==> config.mk <==
export PLATFORM = sky130hd
export DESIGN_NAME = regfile_scoreboard_flat
export DESIGN_NICKNAME = d
export VERILOG_FILES = /design/src/rtl/regfile_scoreboard_pkg.sv /design/src/rtl/regfile_scoreboard_if.sv /design/src/rtl/regfile_scoreboard_hazard_check.sv /design/src/rtl/regfile_scoreboard.sv /design/src/flat_wrapper.sv
export SDC_FILE = /design/constraint.sdc
export NUM_CORES = 2
export LEC_CHECK = 0
export ABC_AREA = 1
export CORE_ASPECT_RATIO = 2
export CORE_UTILIZATION = 36
export DETAILED_ROUTE_END_ITERATION = 10
export PLACE_DENSITY = 0.6
export REMOVE_ABC_BUFFERS = 1
export SKIP_LAST_GASP = 1
export SYNTH_ARGS = -nofsm -noshare
export SYNTH_HDL_FRONTEND = slang
export SYNTH_HIERARCHICAL = 1
export SYNTH_SLANG_ARGS = --single-unit
==> constraint.sdc <==
create_clock -name clk -period 4.86 [get_ports clk]
set_input_delay 0.729 -clock clk [delete_from_list [all_inputs] [get_ports clk]]
set_output_delay 0.729 -clock clk [all_outputs]
set_load 0.02 [all_outputs]
==> src/rtl/regfile_scoreboard_pkg.sv <==
// Shared constants for the integer register file / scoreboard slice.
//   XLEN     : register data width
//   NREGS    : architectural register count (x0 hardwired to zero)
//   AW       : register index width, log2(NREGS)
//   NSRC     : source operand read ports per issued instruction
//   REG_ZERO : index of the hardwired zero register
package regfile_pkg;
  localparam int XLEN  = 32;
  localparam int NREGS = 32;
  localparam int AW    = 5;
  localparam int NSRC  = 2;
  localparam logic [AW-1:0] REG_ZERO = 5'd0;
endpackage

==> src/rtl/regfile_scoreboard_if.sv <==
// Decoder/writeback <-> register file bundle.
//   master : decoder + execute side (drives issue_* and wb_*)
//   slave  : register file (drives rdata1/2, stall, busy_count, wb_err)
interface regfile_scoreboard_if;
  import regfile_pkg::*;
  logic            issue_valid;
  logic [AW-1:0]   issue_rs1;
  logic [AW-1:0]   issue_rs2;
  logic [AW-1:0]   issue_rd;
  logic            issue_wr;
  logic            wb_valid;
  logic [AW-1:0]   wb_rd;
  logic [XLEN-1:0] wb_data;
  logic [XLEN-1:0] rdata1;
  logic [XLEN-1:0] rdata2;
  logic            stall;
  logic [AW:0]     busy_count;
  logic            wb_err;

  modport master (
    output issue_valid, issue_rs1, issue_rs2, issue_rd, issue_wr,
    output wb_valid, wb_rd, wb_data,
    input  rdata1, rdata2, stall, busy_count, wb_err
  );
  modport slave (
    input  issue_valid, issue_rs1, issue_rs2, issue_rd, issue_wr,
    input  wb_valid, wb_rd, wb_data,
    output rdata1, rdata2, stall, busy_count, wb_err
  );
endinterface

==> src/rtl/regfile_scoreboard_hazard_check.sv <==
// Combinational hazard detection and bypass select.
//   rs          : source indices, one lane per read port
//   issue_*     : decoder request qualifiers
//   wb_valid/rd : same-cycle writeback (resolves hazards through the bypass)
//   busy        : scoreboard state
//   bypass      : per-port select of wb_data over the stored value
//   stall       : hold the current instruction
module hazard_check
  import regfile_pkg::*;
(
  input  logic [NSRC-1:0][AW-1:0] rs,
  input  logic                    issue_valid,
  input  logic                    issue_wr,
  input  logic [AW-1:0]           issue_rd,
  input  logic                    wb_valid,
  input  logic [AW-1:0]           wb_rd,
  input  logic [NREGS-1:0]        busy,
  output logic [NSRC-1:0]         bypass,
  output logic                    stall
);
  logic [NSRC-1:0] src_haz;
  logic            waw;

  for (genvar g = 0; g < NSRC; g++) begin : g_src
    assign bypass[g]  = wb_valid && (wb_rd == rs[g]) && (wb_rd != REG_ZERO);
    // busy[0] is always clear, so x0 never raises a hazard here
    assign src_haz[g] = busy[rs[g]] && !(wb_valid && (wb_rd == rs[g]));
  end

  assign waw   = issue_wr && (issue_rd != REG_ZERO) && busy[issue_rd] &&
                 !(wb_valid && (wb_rd == issue_rd));
  assign stall = issue_valid && ((|src_haz) || waw);
endmodule

==> src/rtl/regfile_scoreboard.sv <==
// Integer register file with per-register busy scoreboard.
//   clk, reset : clock, synchronous active-high reset
//   bus        : slave side of regfile_scoreboard_if
//                issue_* in, wb_* in, rdata1/2 + stall out (combinational),
//                busy_count (popcount of busy) and sticky wb_err out (registered)
module regfile_scoreboard
  import regfile_pkg::*;
(
  input  logic                 clk,
  input  logic                 reset,
  regfile_scoreboard_if.slave  bus
);
  logic [NREGS-1:0][XLEN-1:0] regs;
  logic [NREGS-1:0]           busy;
  logic [NREGS-1:0]           busy_nxt;
  logic [NREGS-1:0]           set_vec;
  logic [NREGS-1:0]           clr_vec;
  logic [AW:0]                busy_count;
  logic                       wb_err;
  logic [NSRC-1:0][AW-1:0]    rs;
  logic [NSRC-1:0]            bypass;
  logic [NSRC-1:0][XLEN-1:0]  rdata;
  logic                       stall;
  logic                       accept;
  logic                       inc;
  logic                       dec;

  assign rs = {bus.issue_rs2, bus.issue_rs1};

  hazard_check u_hz (
    .rs          (rs),
    .issue_valid (bus.issue_valid),
    .issue_wr    (bus.issue_wr),
    .issue_rd    (bus.issue_rd),
    .wb_valid    (bus.wb_valid),
    .wb_rd       (bus.wb_rd),
    .busy        (busy),
    .bypass      (bypass),
    .stall       (stall)
  );

  always_comb begin
    for (int p = 0; p < NSRC; p++) begin
      if (rs[p] == REG_ZERO) rdata[p] = '0;
      else if (bypass[p])    rdata[p] = bus.wb_data;
      else                   rdata[p] = regs[rs[p]];
    end
  end

  assign accept = bus.issue_valid && !stall && !reset;

  always_comb begin
    set_vec = '0;
    clr_vec = '0;
    if (accept && bus.issue_wr && (bus.issue_rd != REG_ZERO)) set_vec[bus.issue_rd] = 1'b1;
    if (bus.wb_valid && (bus.wb_rd != REG_ZERO))              clr_vec[bus.wb_rd]    = 1'b1;
  end

  // Set wins: a clear and a set on the same register retire the older write
  // while the newly issued one stays outstanding.
  assign busy_nxt = (busy & ~clr_vec) | set_vec;
  // At most one set and one clear per cycle, so the count moves by -1..+1.
  assign inc = |(set_vec & ~busy);
  assign dec = |(clr_vec & busy & ~set_vec);

  always_ff @(posedge clk) begin
    if (reset) begin
      regs       <= '0;
      busy       <= '0;
      busy_count <= '0;
      wb_err     <= 1'b0;
    end else begin
      if (bus.wb_valid && (bus.wb_rd != REG_ZERO)) regs[bus.wb_rd] <= bus.wb_data;
      busy       <= {busy_nxt[NREGS-1:1], 1'b0};
      busy_count <= busy_count + {{AW{1'b0}}, inc} - {{AW{1'b0}}, dec};
      if (bus.wb_valid && ((bus.wb_rd == REG_ZERO) || !busy[bus.wb_rd])) wb_err <= 1'b1;
    end
  end

  assign bus.rdata1     = rdata[0];
  assign bus.rdata2     = rdata[1];
  assign bus.stall      = stall;
  assign bus.busy_count = busy_count;
  assign bus.wb_err     = wb_err;
endmodule
==> src/flat_wrapper.sv <==
// flat-port wrapper written by rule: the top's interface ports become plain ports
module regfile_scoreboard_flat import regfile_pkg::*;
  (clk, reset, bus_issue_valid, bus_issue_rs1, bus_issue_rs2, bus_issue_rd, bus_issue_wr, bus_wb_valid, bus_wb_rd, bus_wb_data, bus_rdata1, bus_rdata2, bus_stall, bus_busy_count, bus_wb_err);
  regfile_scoreboard_if bus_i ();
  input  logic clk;
  input  logic reset;
  input wire logic [$bits(bus_i.issue_valid)-1:0] bus_issue_valid;
  input wire logic [$bits(bus_i.issue_rs1)-1:0] bus_issue_rs1;
  input wire logic [$bits(bus_i.issue_rs2)-1:0] bus_issue_rs2;
  input wire logic [$bits(bus_i.issue_rd)-1:0] bus_issue_rd;
  input wire logic [$bits(bus_i.issue_wr)-1:0] bus_issue_wr;
  input wire logic [$bits(bus_i.wb_valid)-1:0] bus_wb_valid;
  input wire logic [$bits(bus_i.wb_rd)-1:0] bus_wb_rd;
  input wire logic [$bits(bus_i.wb_data)-1:0] bus_wb_data;
  output wire logic [$bits(bus_i.rdata1)-1:0] bus_rdata1;
  output wire logic [$bits(bus_i.rdata2)-1:0] bus_rdata2;
  output wire logic [$bits(bus_i.stall)-1:0] bus_stall;
  output wire logic [$bits(bus_i.busy_count)-1:0] bus_busy_count;
  output wire logic [$bits(bus_i.wb_err)-1:0] bus_wb_err;
  assign bus_i.issue_valid = bus_issue_valid;
  assign bus_i.issue_rs1 = bus_issue_rs1;
  assign bus_i.issue_rs2 = bus_issue_rs2;
  assign bus_i.issue_rd = bus_issue_rd;
  assign bus_i.issue_wr = bus_issue_wr;
  assign bus_i.wb_valid = bus_wb_valid;
  assign bus_i.wb_rd = bus_wb_rd;
  assign bus_i.wb_data = bus_wb_data;
  assign bus_rdata1 = bus_i.rdata1;
  assign bus_rdata2 = bus_i.rdata2;
  assign bus_stall = bus_i.stall;
  assign bus_busy_count = bus_i.busy_count;
  assign bus_wb_err = bus_i.wb_err;
  regfile_scoreboard u_core (.clk(clk), .reset(reset), .bus(bus_i));
endmodule
# Word-level counts from Yosys, hierarchy flattened
# Index checks and enable logic that the tools add are counted.
# classes
eq_ne	3
n_mux	25
n_lt_le_gt_ge	6
bitwise_logic	8
n_addsub	2
reduce_logical	35
# op_table
cell	count
1024-bit bitwise mux	1
32-bit binary-select mux with 5-bit select	2
32-bit 2-to-1 mux	9
32-bit demux with 5-bit select	1
32-bit AND	4
32-bit NOT	3
32-bit OR reduction	2
32-bit bitwise OR	1
5-bit by 6-bit < comparator with 1-bit output (second input constant)	4
1-bit binary-select mux with 5-bit select	4
1-bit logical AND	19
5-bit == test	3
5-bit logical NOT	3
1-bit demux with 5-bit select	2
5-bit by 1-bit greater-or-equal comparator with 1-bit output (second input constant)	2
5-bit nonzero test	2
6-bit by 1-bit adder with 6-bit output	1
1-bit logical NOT	6
1-bit 2-to-1 mux	6
6-bit by 1-bit subtractor with 6-bit output	1
1-bit logical OR	2
2-bit OR reduction	1
# word_totals
in_bits	57
elab_cells	115
out_inout_bits	72
regBits	1063

# Longest topological paths before layout
# logic_depth
word_depth	17
mapped_depth	35
mapped_depth_nobuf	33

# Hierarchy
# Netlist, hierarchy kept.
# by_module_without_submodules
module	cells_per_inst	seq_area_each_um2	area_each_um2	n_inst
regfile_scoreboard	9658	21260.4	59289.4	1
hazard_check	275	0.0	1266.2	1

# Worst setup path after synthesis
# OpenSTA, ideal clock, no wires.
# synth_timing
path_type	input to register
start	in bus_issue_rs2[1]
end	reg u_core.busy_count[4], in the netlist u_core/bus.busy_count[4]
n_path_buf	2
setup_time_ns	0.125
arrival_ns	3.944
stages	33
required_time_ns	4.735
setup_slack_ns	0.791
cell_sequence	buf_2 inv_2 nand3_1 nand3_1 nand2_1 nand2_1 nand3_1 nand3_1 nand3_1 nand2_1 inv_1 inv_1 nand2_1 nor2_2 nand2_1 inv_2 buf_2 nand2_1 nand2_1 nand2_1 nor2_1 nand2_1 nor2_1 nand2_1 ha_1 inv_1 ha_1 inv_1 fa_1 nor2_1 a211oi_1 o21ai_0 a21oi_1
# synth_via
elab_chain_cells	17
word_cells_on_any_way	22
classes_between	add/sub: 2; eq/ne: 1; mux: 3; bitwise: 3; reduce/logical: 13
# synth_lines
element	line	source
from (decl)	flat_wrapper.sv:9	input wire logic [$bits(bus_i.issue_rs2)-1:0] bus_issue_rs2;
parallel branches: the longest is 3 deep, another holds 1-bit binary-select mux with 5-bit select	n/a	
1-bit logical AND (*)	regfile_scoreboard_hazard_check.sv:27	assign src_haz[g] = busy[rs[g]] && !(wb_valid && (wb_rd == rs[g]));
2-bit OR reduction (*)	regfile_scoreboard_hazard_check.sv:32	assign stall = issue_valid && ((|src_haz) || waw);
1-bit logical OR (*)	regfile_scoreboard_hazard_check.sv:32	
1-bit logical AND (*)	regfile_scoreboard_hazard_check.sv:32	
net bus_stall	flat_wrapper.sv:17	output wire logic [$bits(bus_i.stall)-1:0] bus_stall;
1-bit logical NOT (*)	regfile_scoreboard.sv:50	assign accept = bus.issue_valid && !stall && !reset;
1-bit logical AND (*) (2 in a row)	regfile_scoreboard.sv:50	
1-bit logical AND (*) (2 in a row)	regfile_scoreboard.sv:55	if (accept && bus.issue_wr && (bus.issue_rd != REG_ZERO)) set_vec[bus.issue_rd] = 1'b1;
32-bit 2-to-1 mux (*)	regfile_scoreboard.sv:55	
32-bit AND / 32-bit NOT (equally long branches)	regfile_scoreboard.sv:63, regfile_scoreboard.sv:64	
32-bit OR reduction / 32-bit AND (equally long branches)	regfile_scoreboard.sv:63, regfile_scoreboard.sv:64	
6-bit by 1-bit adder with 6-bit output / 32-bit OR reduction (equally long branches)	regfile_scoreboard.sv:75, regfile_scoreboard.sv:64	
6-bit by 1-bit subtractor with 6-bit output (*)	regfile_scoreboard.sv:75	busy_count <= busy_count + {{AW{1'b0}}, inc} - {{AW{1'b0}}, dec};
to (signal assigned)	regfile_scoreboard.sv:75	
to (decl)	regfile_scoreboard.sv:18	logic [AW:0] busy_count;
# Mark *: on every way through the listed nets, which the timed path passes. The select of a mux whose other input is x is not followed.
# A chain may end at the register's enable or synchronous reset.

# Worst setup path in the final report
# layout_timing
start	in bus_issue_rs2[0]
end	out bus_rdata2[29]
# layout_via
elab_chain_cells	5
word_cells_on_any_way	8
classes_between	eq/ne: 1; mux: 4; reduce/logical: 3
# layout_lines
element	line	source
parallel branches: the longest is 4 deep, another holds 32-bit binary-select mux with 5-bit select	n/a	
32-bit 2-to-1 mux (*)	regfile_scoreboard.sv:44	if (rs[p] == REG_ZERO) rdata[p] = '0;
to (decl)	flat_wrapper.sv:16	output wire logic [$bits(bus_i.rdata2)-1:0] bus_rdata2;
# Every way passes the cells marked *. The select of a mux whose other input is x is not followed.

==> impl_metrics.ini <==
[floorplanning]
die_w_microns = 292
fp.coreArea_sq_um = 167000
floorplan.die.height_microns = 582
row_count = 212
i_o_pin_count = 129
initial_core_util_pct = 36.3
die-area_sq_um = 170000

[setup_path]
crit_required_ps = 4130
worst_setup_path_startpoint = bus_issue_rs2[0]
crit_fanout = 56
crit_end = bus_rdata2[29]
setup.reg_to_reg.worst_slack_ps = 450
startpoint_type = input port
worstReg2RegStart = u_core/busy[25]
timing.rr.end = u_core/bus.busy_count[4]
worst_setup_path_end_kind = primary output
timing.reg2reg.worst_path_depth = 32
cp.arrival_ps = 3840
timing_worst_setup_path_type = input port to primary output

[sta]
postLayoutSetupSlackWorst_ps = 290
final_max_slew_viol_count = 0
worstMarginPinSlew_ps = 1250
finClkSkew_ps = 26.7
timing.final.crit_share_pct = 94.0
timing.max_slew.rel_slack_pct = 16.8
totalNegativeSetupSlack_ps = 0
final_hold_viol_count = 0
layout_min_cycle_time_ps = 4570
fmaxAchievable_ghz = 0.219
total_setup_violations_reported_at_the_end_of_the_flow = 0
rsz_0062_raised_after_global_routing = no

[synthesis]
register_area_share_after_synthesis_pct = 35.1
synthFlopType = dfxtp_1
synth_edf_count = 0
yosys_warn_count = 6
post_synth_num_cell_types = 32
async_flop_share_pct = 0
yosys_register_bits = 1062
synth.avg_cell_area_sq_um = 6.10
netlist_area_sq_um = 60600
synthesis.instances = 9933

[finish]
final_area_sq_um = 68100
num-nets-final = 9663
area_delta_synth_final_pct = 12.4
post_route_cells_drive_above_1_share_pct = 6.17

[clock_tree]
cts.hold.buffers_added = 0
cts-root-buf = clkbuf_16
tritoncts_clock_tree = yes
clk_latency_worst_skew_pair_ps = 750
cts_inserted_buffers = 103
cts_htree_levels = 3
register_clock_pin_slew_on_the_reported_worst_setup_and_hold_paths_ps = 60
cts_resized = 0
clockBufferDepth = 3
clock_sink_count = 1062
postCtsSetupRepairBufs = 0

[power_and_ir_drop]
leakage_power_figure_nw = 29.6
largest_vdd_supply_drop_mv = 0.308
p_clk_share_pct = 42.3
power_density_nw_per_um2 = 313
netSwitchingFraction_pct = 29.4
seq_power_share_pct = 41.5
design_power_total_mw = 21.3
netSwitchingPower_mw = 6.26
pwr-share-comb_pct = 16.2
internal-power_mw = 15.1

[placement]
placedInstanceArea_sq_um = 64400
placement.io_buffers = 128
globalplace.congestion = 0.958
detailed_place_hpwl_mm = 154
pre_cts_ws_ps = -282

[drt]
vias_cell = 5.71
top_layer = met4
routedLengthMet1_mm = 100
post_detailed_route_drc_marker_count = 0
totalWireLength_mm = 269
route.met3.wl_mm = 22.5
detail_route.wl_per_cell_microns = 22.7
dr_wl_met2_mm = 127
detail_route.first_pass.iterations = 7
detail-route-antenna-nets = 0
initialDrtViolationCount = 7672
dr_total_vias = 67524

[global_routing]
grt_first_pass_wirelength_mm = 398
first_global_vias = 62435
grt_max_degree = 201
grt_antenna_before_repair = 6
grt_util_all_layers_pct = 30.6
grt_overflow_total = 0

[outcome]
result_of_the_run = finished, final reports clean

[min_path]
worst_hold_path_type = register to register
holdPathStages = 2

[job]
timing.max_cap.violations = 0
-- cell usage in the layout (no fill, tap or decap), drive strengths merged, types with 4 or more instances in the layout --
master            n
clkdlybuf4s50   106
nand3          1869
bufinv           16
xor2              6
nor3              6
a21oi          1023
nand3b            9
o211ai          119
ha                6
nand4            25
inv            1131
nor2            319
dfxtp          1062
clkinv           29
o22ai             4
buf             353
nand2          2340
o21ai          1099
clkbuf          147
-- worst min path at each step --
stage	startpoint	end	slack [ps]
4_1_cts	u_core/regs[8]	u_core/regs[8]	450
6_report	u_core/regs[3]	u_core/regs[3]	450
2_1_floorplan	u_core/regs[0]	u_core/regs[0]	430
3_3_place_gp	u_core/regs[3]	u_core/regs[3]	440
3_5_place_dp	u_core/regs[8]	u_core/regs[8]	440
5_1_grt	u_core/regs[29]	u_core/regs[29]	470
-- worst max-delay path: stages --
cell             delay (ps)
buf_8                   150
buf_4                   440
inv_8                   270
buf_4                   440
nand2_1                 160
nand3_1                  80
nand3_1                 100
nand3_1                 130
nand3_1                 120
nand2_1                  70
a21oi_1                 310
clkdlybuf4s50_1         680
-- layout make-up --
type,count,area (sq um)
clock buffers,147,3010
well taps,2140,2680
fillers,17518,98800
repair buffers,459,4620
diodes,1,2.50
clock inverters,41,692
inverters,1138,4340
flip-flops and latches,1062,21300
multi-input cells,6835,31500
-- cells by family after synthesis --
kind of cell	after synthesis	synth area share, %
AOI/OAI and AO/OA	2248	19.1
xor gates and xnor gates	7	0.101
adders and majority gates	7	0.157
buffers and inverters	2038	13.1
DFF	1062	35.1
other	1	0.00619
and+or+nand+nor	4570	32.4
-- layer usage --
layer  global-route usage (%)  vias to the layer above
li1                         -                    31715
met1                     35.7                    31326
met2                     51.7                     3595
met3                     4.55                      888
met4                     20.2                        0
met5                        0                        -
-- synthesized netlist by cell type, types with 40 or more instances --
cell / number / area share [%]
buf_2: 220 / 1.8
clkbuf_1: 577 / 3.6
nand3_1: 1868 / 15
inv_1: 1095 / 6.8
o21ai_0: 715 / 5.9
nor2_1: 315 / 2.0
o21ai_1: 384 / 3.2
dfxtp_1: 1062 / 35
nand2_1: 2339 / 14
o211ai_1: 119 / 1.5
a21oi_1: 1023 / 8.5
buf_1: 97 / 0.60
inv_2: 40 / 0.25
-- metrics by stage --
step                      cells  util [%]  hold slack, ps
final                     11823      40.8             453
after global routing      11823      40.8             473
after global placement    11634      38.6             437
after floorplan            9035         -             427
after CTS                 11822      40.8             455
after detailed placement  11634      38.6             443
-- registers in the layout (all words and copies together) (netlist names) --
register / count
u_core/bus.wb_err: 1
u_core/regs: 1024
u_core/bus.busy_count: 6
u_core/busy: 31
-- power groups by stage --
| stage | logic [mW] | clock network, mW | registers, mW |
|---|---|---|---|
| after floorplan | 1.93 | 0 | 9.05 |
| after global placement | 3.35 | 0 | 9.05 |
| after detailed placement | 3.37 | 0 | 9.05 |
| after global routing | 3.71 | 9.45 | 8.86 |
| after CTS | 3.38 | 9.16 | 8.85 |
| final | 3.44 | 9.03 | 8.85 |
Power figures use the tool's default switching activity.
